`config.mk`:
```
export PLATFORM = sky130hd
export DESIGN_NAME = sync_nxdff_filt
export DESIGN_NICKNAME = d
export VERILOG_FILES = /design/src/rtl/pcs25g_sync_pkg.sv /design/src/rtl/sync_filt_chan.sv /design/src/rtl/sync_nxdff_filt.sv
export SDC_FILE = /design/constraint.sdc
export NUM_CORES = 1
export LEC_CHECK = 0
export BUFFER_PORTS_ARGS = -buffer_cell sky130_fd_sc_hd__buf_2
export CAP_MARGIN = 10
export CELL_PAD_IN_SITES_DETAIL_PLACEMENT = 1
export CELL_PAD_IN_SITES_GLOBAL_PLACEMENT = 1
export CORE_AREA = 10 10 47 49
export DETAILED_ROUTE_END_ITERATION = 16
export DIE_AREA = 0 0 57 59
export PLACE_DENSITY = 0.43
export SLEW_MARGIN = 20
export SYNTH_ARGS = -nofsm -noshare
export SYNTH_HDL_FRONTEND = slang
export SYNTH_SLANG_ARGS = --single-unit
```
`constraint.sdc`:
```
create_clock -name clk -period 1.05 [get_ports clk]
set_input_delay 0.0525 -clock clk [delete_from_list [all_inputs] [get_ports clk]]
set_output_delay 0.0525 -clock clk [all_outputs]
set_load 0.1 [all_outputs]
```
`src/rtl/pcs25g_sync_pkg.sv`:
```
// Shared constants, helpers and parameter-check macro for the PCS sync cells.
// Chain depth and filter length are range-checked at elaboration by every user.
`ifndef PCS25G_SYNC_PKG_SV
`define PCS25G_SYNC_PKG_SV

`define PCS25G_SYNC_PARAM_CHECK(label, cond) \
    if (!(cond)) begin : label \
        $error("pcs25g_sync: parameter out of legal range"); \
    end

package pcs25g_sync_pkg;

    localparam int SYNC_STAGES_MIN = 2;
    localparam int SYNC_STAGES_MAX = 4;
    localparam int FILT_CYCLES_MAX = 255;

    // IDLE: synchronised level matches dout; PENDING: a new level is being timed.
    typedef enum logic {
        CH_IDLE    = 1'b0,
        CH_PENDING = 1'b1
    } chan_state_e;

    function automatic int clog2(input int value);
        int result;
        result = 0;
        for (int i = 0; i < 31; i++) begin
            if ((1 << i) < value) begin
                result = i + 1;
            end
        end
        return result;
    endfunction

endpackage

`endif

```
`src/rtl/sync_filt_chan.sv`:
```
// One channel: STAGES-deep synchroniser chain, stability filter and edge strobes.
// edge_next is exported so the parent can register any_edge alongside the strobes.
module sync_filt_chan
    import pcs25g_sync_pkg::*;
#(
    parameter int   STAGES      = 2,
    parameter int   FILT_CYCLES = 1,
    parameter logic RESET_VAL   = 1'b0
) (
    input  logic clk,
    input  logic rst_n,
    input  logic din,
    output logic dout,
    output logic rise,
    output logic fall,
    output logic edge_next
);

    (* ASYNC_REG = "TRUE", DONT_TOUCH = "TRUE" *)
    logic [STAGES-1:0] chain_reg;

    logic        s;
    logic        commit;
    chan_state_e state;
    logic        dout_reg;
    logic        dout_next;
    logic        rise_reg;
    logic        rise_next;
    logic        fall_reg;
    logic        fall_next;

    // Pure flop-to-flop chain: nothing may sit between stages.
    always_ff @(posedge clk or negedge rst_n) begin
        if (!rst_n) begin
            chain_reg <= {STAGES{RESET_VAL}};
        end else begin
            chain_reg <= {chain_reg[STAGES-2:0], din};
        end
    end

    assign s     = chain_reg[STAGES-1];
    assign state = (s == dout_reg) ? CH_IDLE : CH_PENDING;

    if (FILT_CYCLES == 1) begin : g_nofilt
        assign commit = (state == CH_PENDING);
    end else begin : g_filt
        localparam int               CNT_W    = clog2(FILT_CYCLES);
        localparam logic [CNT_W-1:0] CNT_LAST = CNT_W'(FILT_CYCLES - 1);

        logic [CNT_W-1:0] cnt_reg;
        logic [CNT_W-1:0] cnt_next;

        // Counter clears on revert (IDLE) and on commit; otherwise it advances.
        always_comb begin
            cnt_next = '0;
            if ((state == CH_PENDING) && (cnt_reg != CNT_LAST)) begin
                cnt_next = cnt_reg + CNT_W'(1);
            end
        end

        assign commit = (state == CH_PENDING) && (cnt_reg == CNT_LAST);

        always_ff @(posedge clk or negedge rst_n) begin
            if (!rst_n) begin
                cnt_reg <= '0;
            end else begin
                cnt_reg <= cnt_next;
            end
        end
    end

    always_comb begin
        dout_next = dout_reg;
        rise_next = 1'b0;
        fall_next = 1'b0;
        if (commit) begin
            dout_next = s;
            rise_next = s;
            fall_next = ~s;
        end
    end

    always_ff @(posedge clk or negedge rst_n) begin
        if (!rst_n) begin
            dout_reg <= RESET_VAL;
            rise_reg <= 1'b0;
            fall_reg <= 1'b0;
        end else begin
            dout_reg <= dout_next;
            rise_reg <= rise_next;
            fall_reg <= fall_next;
        end
    end

    assign dout      = dout_reg;
    assign rise      = rise_reg;
    assign fall      = fall_reg;
    assign edge_next = rise_next | fall_next;

endmodule

```
`src/rtl/sync_nxdff_filt.sv`:
```
// WIDTH independent synchroniser/filter channels plus a registered any_edge flag.
// Channels carry no mutual coherency; any_edge lines up with the per-bit strobes.
module sync_nxdff_filt
    import pcs25g_sync_pkg::*;
#(
    parameter int               WIDTH       = 1,
    parameter int               STAGES      = 2,
    parameter int               FILT_CYCLES = 1,
    parameter logic [WIDTH-1:0] RESET_VAL   = {WIDTH{1'b0}}
) (
    input  logic             clk,
    input  logic             rst_n,
    input  logic [WIDTH-1:0] din,
    output logic [WIDTH-1:0] dout,
    output logic [WIDTH-1:0] rise,
    output logic [WIDTH-1:0] fall,
    output logic             any_edge
);

    `PCS25G_SYNC_PARAM_CHECK(g_chk_width, WIDTH >= 1)
    `PCS25G_SYNC_PARAM_CHECK(g_chk_stages, (STAGES >= SYNC_STAGES_MIN) && (STAGES <= SYNC_STAGES_MAX))
    `PCS25G_SYNC_PARAM_CHECK(g_chk_filt, (FILT_CYCLES >= 1) && (FILT_CYCLES <= FILT_CYCLES_MAX))

    logic [WIDTH-1:0] edge_next;
    logic             any_edge_reg;

    for (genvar gi = 0; gi < WIDTH; gi++) begin : g_chan
        sync_filt_chan #(
            .STAGES      (STAGES),
            .FILT_CYCLES (FILT_CYCLES),
            .RESET_VAL   (RESET_VAL[gi])
        ) u_chan (
            .clk       (clk),
            .rst_n     (rst_n),
            .din       (din[gi]),
            .dout      (dout[gi]),
            .rise      (rise[gi]),
            .fall      (fall[gi]),
            .edge_next (edge_next[gi])
        );
    end

    // Built from the channels' next-strobe terms so it asserts with them, not a cycle late.
    always_ff @(posedge clk or negedge rst_n) begin
        if (!rst_n) begin
            any_edge_reg <= 1'b0;
        end else begin
            any_edge_reg <= |edge_next;
        end
    end

    assign any_edge = any_edge_reg;

endmodule

```
Word level (Yosys, flattened, before mapping):

Cells that the tools add are included.

* output and inout port bits: 4
* word-level logic and storage cells: 10
* bits of input ports: 3
* flip-flop bits (word level): 6

* muxes and demuxes: 2
* eq/ne operators: 1
* bitwise logic cells: 2

Operators by type and width (count)
* $mux W1: 2
* $eq A1 B1 Y1: 1
* $not A1 Y1: 1
* $or A1 B1 Y1: 1

Logic depth before layout (Yosys ltp):

Gate-level depths: netlist (run 1).

* depth after elaboration: 3
* gate-level depth with buffers: 3
* depth with buffers taken out: 3

Modules after synthesis:

From an unflattened synthesis (run 1), not the netlist that was laid out.

* cells, all modules: 12
* area total of the unflattened synthesis: 201.4 µm²

Modules (own cells, without submodules)
* sync_filt_chan: instances 1, area each 176.4 µm², seq. area each 125.1 µm², cells each 11
* sync_nxdff_filt: instances 1, area each 25.0 µm², seq. area each 25.0 µm², cells each 1

Worst setup path after synthesis (run 1):

Ideal clock, no wire load.

* kind: reg2reg
* start point: register g_chan[0].u_chan.dout_reg
* end point: register g_chan[0].u_chan.dout_reg
* library setup time: 0.126 ns
* arrival: 1.668 ns
* buffers on the path: 0
* stages on the path, launching flop included: 4
* slack: -0.744 ns
* required time: 0.924 ns
* period minus slack after synthesis: 1.794 ns
* cell sequence: dfrtp_1 inv_1 ha_1 mux2_4

* word-level cells in the longest chain between the ends: 1

RTL lines
* from (decl): RTL line sync_filt_chan.sv:25 `logic dout_reg;`
* from (signal assigned): RTL line sync_filt_chan.sv:89 `dout_reg <= dout_next;`
* $eq A1 B1 Y1: RTL line sync_filt_chan.sv:42 `assign state = (s == dout_reg) ? CH_IDLE : CH_PENDING;`

No other way between the ends.
A chain may end at the register's enable or synchronous reset.

Final worst setup path (run 1):

Same ends and word-level chain as after synthesis.

==> out/qor.tcl, run 1 <==
set qor(grt_remaining_overflow) 0
set qor(via_count_of_the_first_global_routing_pass) 167
set qor(worst-endpoint-required_ns) 1.18
set qor(rows) 14
set qor(period_needed_ns) 1.13
set qor(cts_tree) {built}
set qor(routed_wl_um) 404
set qor(die_area_um2) 3360
set qor(tightestPinTransition_ns) 0.138
set qor(yosysTopAreaCell) {sky130_fd_sc_hd__dfrtp_1}
set qor(postCtsResizedCells) 0
set qor(syn_nets) 17
set qor(synth_top_area_share) 0.745
set qor(start_kind) {flip-flop}
set qor(most_common_cell_after_layout_fill_and_taps_aside) {sky130_fd_sc_hd__dfrtp_1}
set qor(post_drt_wl_per_cell_um) 9.62
set qor(timing.critical_path.to_type) {flip-flop}
set qor(wire_length_of_the_first_global_routing_pass_um) 717
set qor(final_critical_path_setup_slack_ns) -0.0837
set qor(port-buffer-count) 6
set qor(mappedNetlistArea_um2) 201
set qor(cap_violations) 0
set qor(num-nets-final) 32
set qor(fin_crit_sh) 1.08
set qor(cts-htree-levels) 1
set qor(crit_fanout) 2
set qor(drive_above_1_share) 0.577
set qor(number_of_antenna_violations_at_the_first_check_in_global_routing) 0
set qor(grt_setup_unrepaired) {yes}
set qor(cts_buffers) 3
set qor(die_h_um) 59
set qor(postCtsSetupRepairBufs) 0
set qor(cts-root-buf) {sky130_fd_sc_hd__clkbuf_4}
set qor(synth_area_leaders) {sky130_fd_sc_hd__dfrtp_1 75%, sky130_fd_sc_hd__ha_1 12%, sky130_fd_sc_hd__mux2_4 7.5%, sky130_fd_sc_hd__inv_1 5.6%}
set qor(worst_setup_hold_path_clk_slew_ns) 0.05
set qor(insertedDiodeCount) 0
set qor(number_of_storage_elements_in_the_synthesis_netlist) 6
set qor(cts.path.max_buffers) 2
set qor(synthAdderAreaFrac) 0.124
set qor(pre_antenna_drt_iters) 1
set qor(route.detailed.vias_per_inst) 3.26
set qor(die-width_um) 57
set qor(dp_hpwl_um) 325
set qor(ys_seq_area_frac) 0.745
set qor(drc_errors) 0
set qor(maxClockFrequency_ghz) 0.882
set qor(antenna_left) 0
set qor(slew_violations) 0
set qor(failed_checks) {negative setup slack}
set qor(core_area_um2) 1400
set qor(timing.slew.headroom) 0.908
set qor(synth-simple-area-share) 0
set qor(synth_warnings) 0
set qor(largest_register_ffs) 2
set qor(layout-area-overhead-vs-synth_pct) 93.2
set qor(fin_worst_hold_slack_ns) 0.184
set qor(final_cell_mix) {5 x sky130_fd_sc_hd__dfrtp_1, 4 x sky130_fd_sc_hd__buf_12, 3 x sky130_fd_sc_hd__clkbuf_4}
set qor(worst_skew_pair.late_latency_ns) 0.24
set qor(setup_viol) 2
set qor(synthesis.area_per_instance_um2) 16.8
set qor(crit_arrival_ns) 1.26
set qor(final.fill_count) 159
set qor(num_vias) 137
set qor(crit_type) {flip-flop to flip-flop}
set qor(synth_top_family_by_area) {adder cells}
set qor(run_status) {finished, violations left}
set qor(largest_net_degree_at_the_start_of_global_routing) 7
set qor(place.gp.congestion) 0.572
set qor(worstHoldPathType) {input pin to asynchronous set/reset pin}
set qor(syn_inst) 12
set qor(grt_usage) 0.0325
set qor(cts_num_sinks) 6
set qor(synth_compound_area_frac) 0
set qor(finalHoldViolations) 0
set qor(post_synth_mux_area_share) 0.0745
set qor(skew_ns) 0.00393
set qor(synth_xor_area_frac) 0
set qor(pin_count) 7
set qor(start_util) 0.144
set qor(yosys.cell_types.count) 4
set qor(drt_first_iter_violations) 0
[critical path: stages (launching register included)]
cell	delay (ns)
sky130_fd_sc_hd__dfrtp_4	0.47
sky130_fd_sc_hd__inv_2	0.07
sky130_fd_sc_hd__ha_4	0.19
sky130_fd_sc_hd__mux2_4	0.29
[what timing repair did]
action | in CTS | in global routing
pin swaps | 0 | 0
endpoints found under the hold margin | 7 | 0
cloned | 0 | 0
endpoints found under the setup margin | 2 | 2
hold buffers | 2 | 0
[through the flow]
step	setup slack, ns	instances	setup TNS (ns)	area [um2]	util
after floorplan	-0.308	12	-0.354	218	-
after detailed placement	-0.0810	36	-0.0810	343	0.245
after global routing	-0.112	42	-0.192	389	0.278
after global placement	-0.0719	36	-0.0719	343	0.245
after CTS	-0.0887	42	-0.143	389	0.278
final	-0.0837	42	-0.118	389	0.278
[layer usage]
metal	routed length (um)	GRT usage	up-vias
li1	-	-	63
met1	145	0.0299	63
met2	173	0.0264	11
met3	85	0.0386	0
met4	0	0.0503	0
met5	0	0	-
[cell families after synthesis]
kind of cell / after synthesis
multiplexers: 1
buffers and inverters: 3
flip-flops: 6
adder cells (fa/ha/maj): 2
[final cells by class]
| cell class | count | area, um2 | share of cell area |
|---|---|---|---|
| Clock buffer | 4 | 26.3 | 0.0675 |
| Tap cell | 16 | 20.0 | 0.0514 |
| Timing Repair Buffer | 10 | 125 | 0.322 |
| Multi-Input combinational cell | 3 | 52.6 | 0.135 |
| Inverter | 3 | 11.3 | 0.0289 |
| Sequential cell | 6 | 154 | 0.395 |
[path summary, 6_finish.rpt]
kind / start / slack [ns] / depth (start not counted) / end
min: rst_n / 0.18 / 2 / g_chan[0].u_chan.dout
min in group clk: g_chan[0].u_chan.chain_reg[0] / 0.35 / 0 / g_chan[0].u_chan.chain_reg[1]
max reg2reg: g_chan[0].u_chan.dout / -0.08 / 3 / g_chan[0].u_chan.dout
max in group asynchronous: rst_n / 0.71 / 2 / g_chan[0].u_chan.dout
min reg2reg: g_chan[0].u_chan.chain_reg[0] / 0.35 / 0 / g_chan[0].u_chan.chain_reg[1]
max: g_chan[0].u_chan.dout / -0.08 / 3 / g_chan[0].u_chan.dout
[cell usage after synthesis, drive strengths merged]
cell,n
inv,3
mux2,1
ha,2
dfrtp,6
Power of run 1 is left out: the tool's default activity adds up to more than one toggle a clock period on the data nets, which glitch-free logic cannot reach.
==> inputs of run 2 (changes only) <==
--- a/config.mk
+++ b/config.mk
@@ -7,7 +7,7 @@
 export LEC_CHECK = 0
 export BUFFER_PORTS_ARGS = -buffer_cell sky130_fd_sc_hd__buf_2
 export CAP_MARGIN = 10
-export CELL_PAD_IN_SITES_DETAIL_PLACEMENT = 1
+export CELL_PAD_IN_SITES_DETAIL_PLACEMENT = 0
 export CELL_PAD_IN_SITES_GLOBAL_PLACEMENT = 1
 export CORE_AREA = 10 10 47 49
 export DETAILED_ROUTE_END_ITERATION = 16
==> constraint.sdc (replaced) <==
create_clock -name clk -period 1.05 [get_ports clk]
set_input_delay 0.0525 -clock clk [delete_from_list [all_inputs] [get_ports clk]]
set_output_delay 0.0525 -clock clk [all_outputs]
set_load 0.01 [all_outputs]
==> run 2 against run 1 <==
The flow still finishes with violations (negative setup slack); critical endpoint unchanged; critical path type unchanged; non-clock buffer count unchanged; flip-flop and latch count is the same; worst hold slack lost 0.019 ns; routed wire length is 1.7% higher; highest routed layer is now met4; critical path depth down 1.
==> out/qor.tcl, run 2 (synthesis gave the netlist of run 1 again) <==
set qor(timing.critical_path.to_type) {flip-flop} ;# unchanged
set qor(setup_viol) 1 ;# was 2
set qor(route.detailed.vias_per_inst) 3.24 ;# was 3.26
set qor(start_util) 0.144 ;# unchanged
set qor(critical_path_s_largest_stage_delay_ns) 0.40 ;# was 0.47 ns
set qor(num-nets-final) 32 ;# unchanged
set qor(crit_path_top_delay_cell) {sky130_fd_sc_hd__dfrtp_1} ;# was sky130_fd_sc_hd__dfrtp_4
set qor(cts.path.max_buffers) 2 ;# unchanged
set qor(start_kind) {flip-flop} ;# unchanged
set qor(seq_area_um2) 150 ;# was 154 um2
set qor(grt_setup_unrepaired) {yes} ;# unchanged
set qor(pin_count) 7 ;# unchanged
set qor(timing.slew.headroom) 0.905 ;# was 0.908
set qor(switching_share) 0.293
set qor(use_met3) 0.0300 ;# was 0.0386
set qor(final_critical_path_setup_slack_ns) -0.0310 ;# was -0.0837 ns
set qor(cts_tree) {built} ;# unchanged
set qor(dp_hpwl_um) 311 ;# was 325 um
set qor(p_comb_frac) 0.341
set qor(irDropWorstVdd_uv) 579
set qor(cap_violations) 0 ;# unchanged
set qor(drt_first_iter_violations) 0 ;# unchanged
set qor(final_cell_mix) {6 x sky130_fd_sc_hd__dfrtp_1, 6 x sky130_fd_sc_hd__buf_2, 3 x sky130_fd_sc_hd__clkbuf_4} ;# was 5 x sky130_fd_sc_hd__dfrtp_1, 4 x sky130_fd_sc_hd__buf_12, 3 x sky130_fd_sc_hd__clkbuf_4
set qor(cts-root-buf) {sky130_fd_sc_hd__clkbuf_4} ;# unchanged
set qor(worstHoldPathType) {input pin to asynchronous set/reset pin} ;# unchanged
set qor(port-buffer-count) 6 ;# unchanged
set qor(fin_worst_hold_slack_ns) 0.165 ;# was 0.184 ns
set qor(cts_buffers) 3 ;# unchanged
set qor(finalHoldViolations) 0 ;# unchanged
set qor(final.fill_count) 164 ;# was 159
set qor(pre_antenna_drt_iters) 1 ;# unchanged
set qor(cts-htree-levels) 1 ;# unchanged
set qor(drc_errors) 0 ;# unchanged
set qor(number_of_antenna_violations_at_the_first_check_in_global_routing) 0 ;# unchanged
set qor(layout-area-overhead-vs-synth_pct) 59.6 ;# was 93.2%
set qor(wire_length_of_the_first_global_routing_pass_um) 779 ;# was 717 um
set qor(largest_net_degree_at_the_start_of_global_routing) 7 ;# unchanged
set qor(die-width_um) 57 ;# unchanged
set qor(design_power_total_uw) 810
set qor(cts_num_sinks) 6 ;# unchanged
set qor(core_area_um2) 1400 ;# unchanged
set qor(skew_ns) 0.00194 ;# was 0.00393 ns
set qor(top_usage_layer) {met4} ;# unchanged
set qor(tightestPinTransition_ns) 0.142 ;# was 0.138 ns
set qor(failed_checks) {negative setup slack} ;# unchanged
set qor(fin_crit_sh) 1.03 ;# was 1.08
set qor(slew_violations) 0 ;# unchanged
set qor(die_h_um) 59 ;# unchanged
set qor(power.sequential.fraction) 0.399
set qor(grt_use_met2) 0.0357 ;# was 0.0264
set qor(worst_r2r_endpoint) {g_chan[0].u_chan.dout} ;# unchanged
set qor(rows) 14 ;# unchanged
set qor(post_drt_wl_per_cell_um) 10.0 ;# was 9.62 um
set qor(largest_register_ffs) 2 ;# unchanged
set qor(grt_remaining_overflow) 0 ;# unchanged
set qor(cellLeakagePower_uw) 0.000168
set qor(die_area_um2) 3360 ;# unchanged
set qor(num_vias) 133 ;# was 137
set qor(drive_above_1_share) 0.560 ;# was 0.577
set qor(postCtsSetupRepairBufs) 0 ;# unchanged
set qor(switchingPower_uw) 237
set qor(routed_wl_um) 411 ;# was 404 um
set qor(worstReg2RegStart) {g_chan[0].u_chan.chain_reg[1]} ;# was g_chan[0].u_chan.dout
set qor(clock_power_share) 0.260
set qor(run_status) {finished, violations left} ;# unchanged
set qor(r2r_setup_slack_ns) -0.03 ;# was -0.08 ns
set qor(crit_fanout) 2 ;# unchanged
set qor(crit_arrival_ns) 1.20 ;# was 1.26 ns
set qor(period_needed_ns) 1.08 ;# was 1.13 ns
set qor(worst-endpoint-required_ns) 1.17 ;# was 1.18 ns
set qor(tns_ns) -0.0310 ;# was -0.118 ns
set qor(grt_usage) 0.0343 ;# was 0.0325
set qor(maxClockFrequency_ghz) 0.925 ;# was 0.882 GHz
set qor(via_count_of_the_first_global_routing_pass) 174 ;# was 167
set qor(timing.reg2reg.worst_path_depth) 2 ;# was 3
set qor(place.gp.congestion) 0.553 ;# was 0.572
set qor(power_density_nw_per_um2) 2520
set qor(insertedDiodeCount) 0 ;# unchanged
set qor(worst_skew_pair.late_latency_ns) 0.24 ;# about the same
set qor(crit_path_cell_trace) {ha_4 -> mux2_4} ;# was inv_2 -> ha_4 -> mux2_4
set qor(crit_path_end) {g_chan[0].u_chan.dout} ;# unchanged
set qor(setup.worst_path.start) {g_chan[0].u_chan.chain_reg[1]} ;# was g_chan[0].u_chan.dout
set qor(worst_setup_hold_path_clk_slew_ns) 0.05 ;# about the same
set qor(antenna_left) 0 ;# unchanged
set qor(groute.layer.met1.usage) 0.0325 ;# was 0.0299
set qor(crit_type) {flip-flop to flip-flop} ;# unchanged
set qor(cellInternalPower_uw) 573
set qor(multi_input_area_um2) 52.6 ;# unchanged
-- run 2: cell count changes in the layout (fill, tap and decap cells not counted), sizes merged --
cell    change
clkbuf      -1
-- run 2: power groups by stage --
| stage | Combinational, uW | Clock, uW | Sequential, uW |
|---|---|---|---|
| 6_report | 276 | 211 | 323 |
| 5_1_grt | 312 | 236 | 335 |
| 4_1_cts | 284 | 227 | 324 |
| 3_5_place_dp | 273 | 0 | 326 |
| 3_3_place_gp | 274 | 0 | 323 |
| 2_1_floorplan | 106 | 0 | 368 |
-- run 2: repair_timing --
| action | in CTS | in global routing |
|---|---|---|
| endpoints found under the setup margin | 1 | 1 |
| pin swaps | 1 | 0 |
| resized for setup | 0 | 0 |
| endpoints found under the hold margin | 7 | 0 |
| hold buffers | 2 | 0 |
-- run 2: cell type report --
type,instances,area share
flip-flops and latches,6,0.467
repair buffers,10,0.202
multi-input cells,3,0.163
clock buffers,3,0.0700
well taps,16,0.0623
inverters,3,0.0350
-- run 2: per-layer routing --
| layer | share of wire | vias up |
|---|---|---|
| met5 | 0 | - |
| met4 | 0.019 | 0 |
| met3 | 0.14 | 2 |
| met2 | 0.37 | 7 |
| met1 | 0.46 | 60 |
| li1 | - | 64 |
-- run 2: through the flow --
step	util	instances	instance area, um2	setup slack, ns
5_1_grt	0.229	41	322	-0.0624
2_1_floorplan	-	12	214	-0.0928
6_report	0.229	41	322	-0.0310
3_5_place_dp	0.199	36	279	-0.0297
4_1_cts	0.229	41	322	-0.0340
3_3_place_gp	0.199	36	279	-0.0147
-- run 2: worst min-delay path by stage --
| stage | to | slack (ns) | start | depth (start not counted) |
|---|---|---|---|---|
| after detailed placement | g_chan[0].u_chan.rise | -0.12 | rst_n | 1 |
| after floorplan | any_edge | -0.24 | rst_n | 0 |
| final | g_chan[0].u_chan.rise | 0.17 | rst_n | 2 |
| after global placement | g_chan[0].u_chan.fall | -0.12 | rst_n | 1 |
| after global routing | g_chan[0].u_chan.rise | 0.19 | rst_n | 2 |
| after CTS | g_chan[0].u_chan.rise | 0.16 | rst_n | 2 |
-- run 2: critical path, delay by kind of cell, from the launching register on --
kind,cells,cell delay (ns)
flip-flops,1,0.40
adder cells (fa/ha/maj),1,0.28
multiplexers,1,0.28
Power figures use the tool's default switching activity.
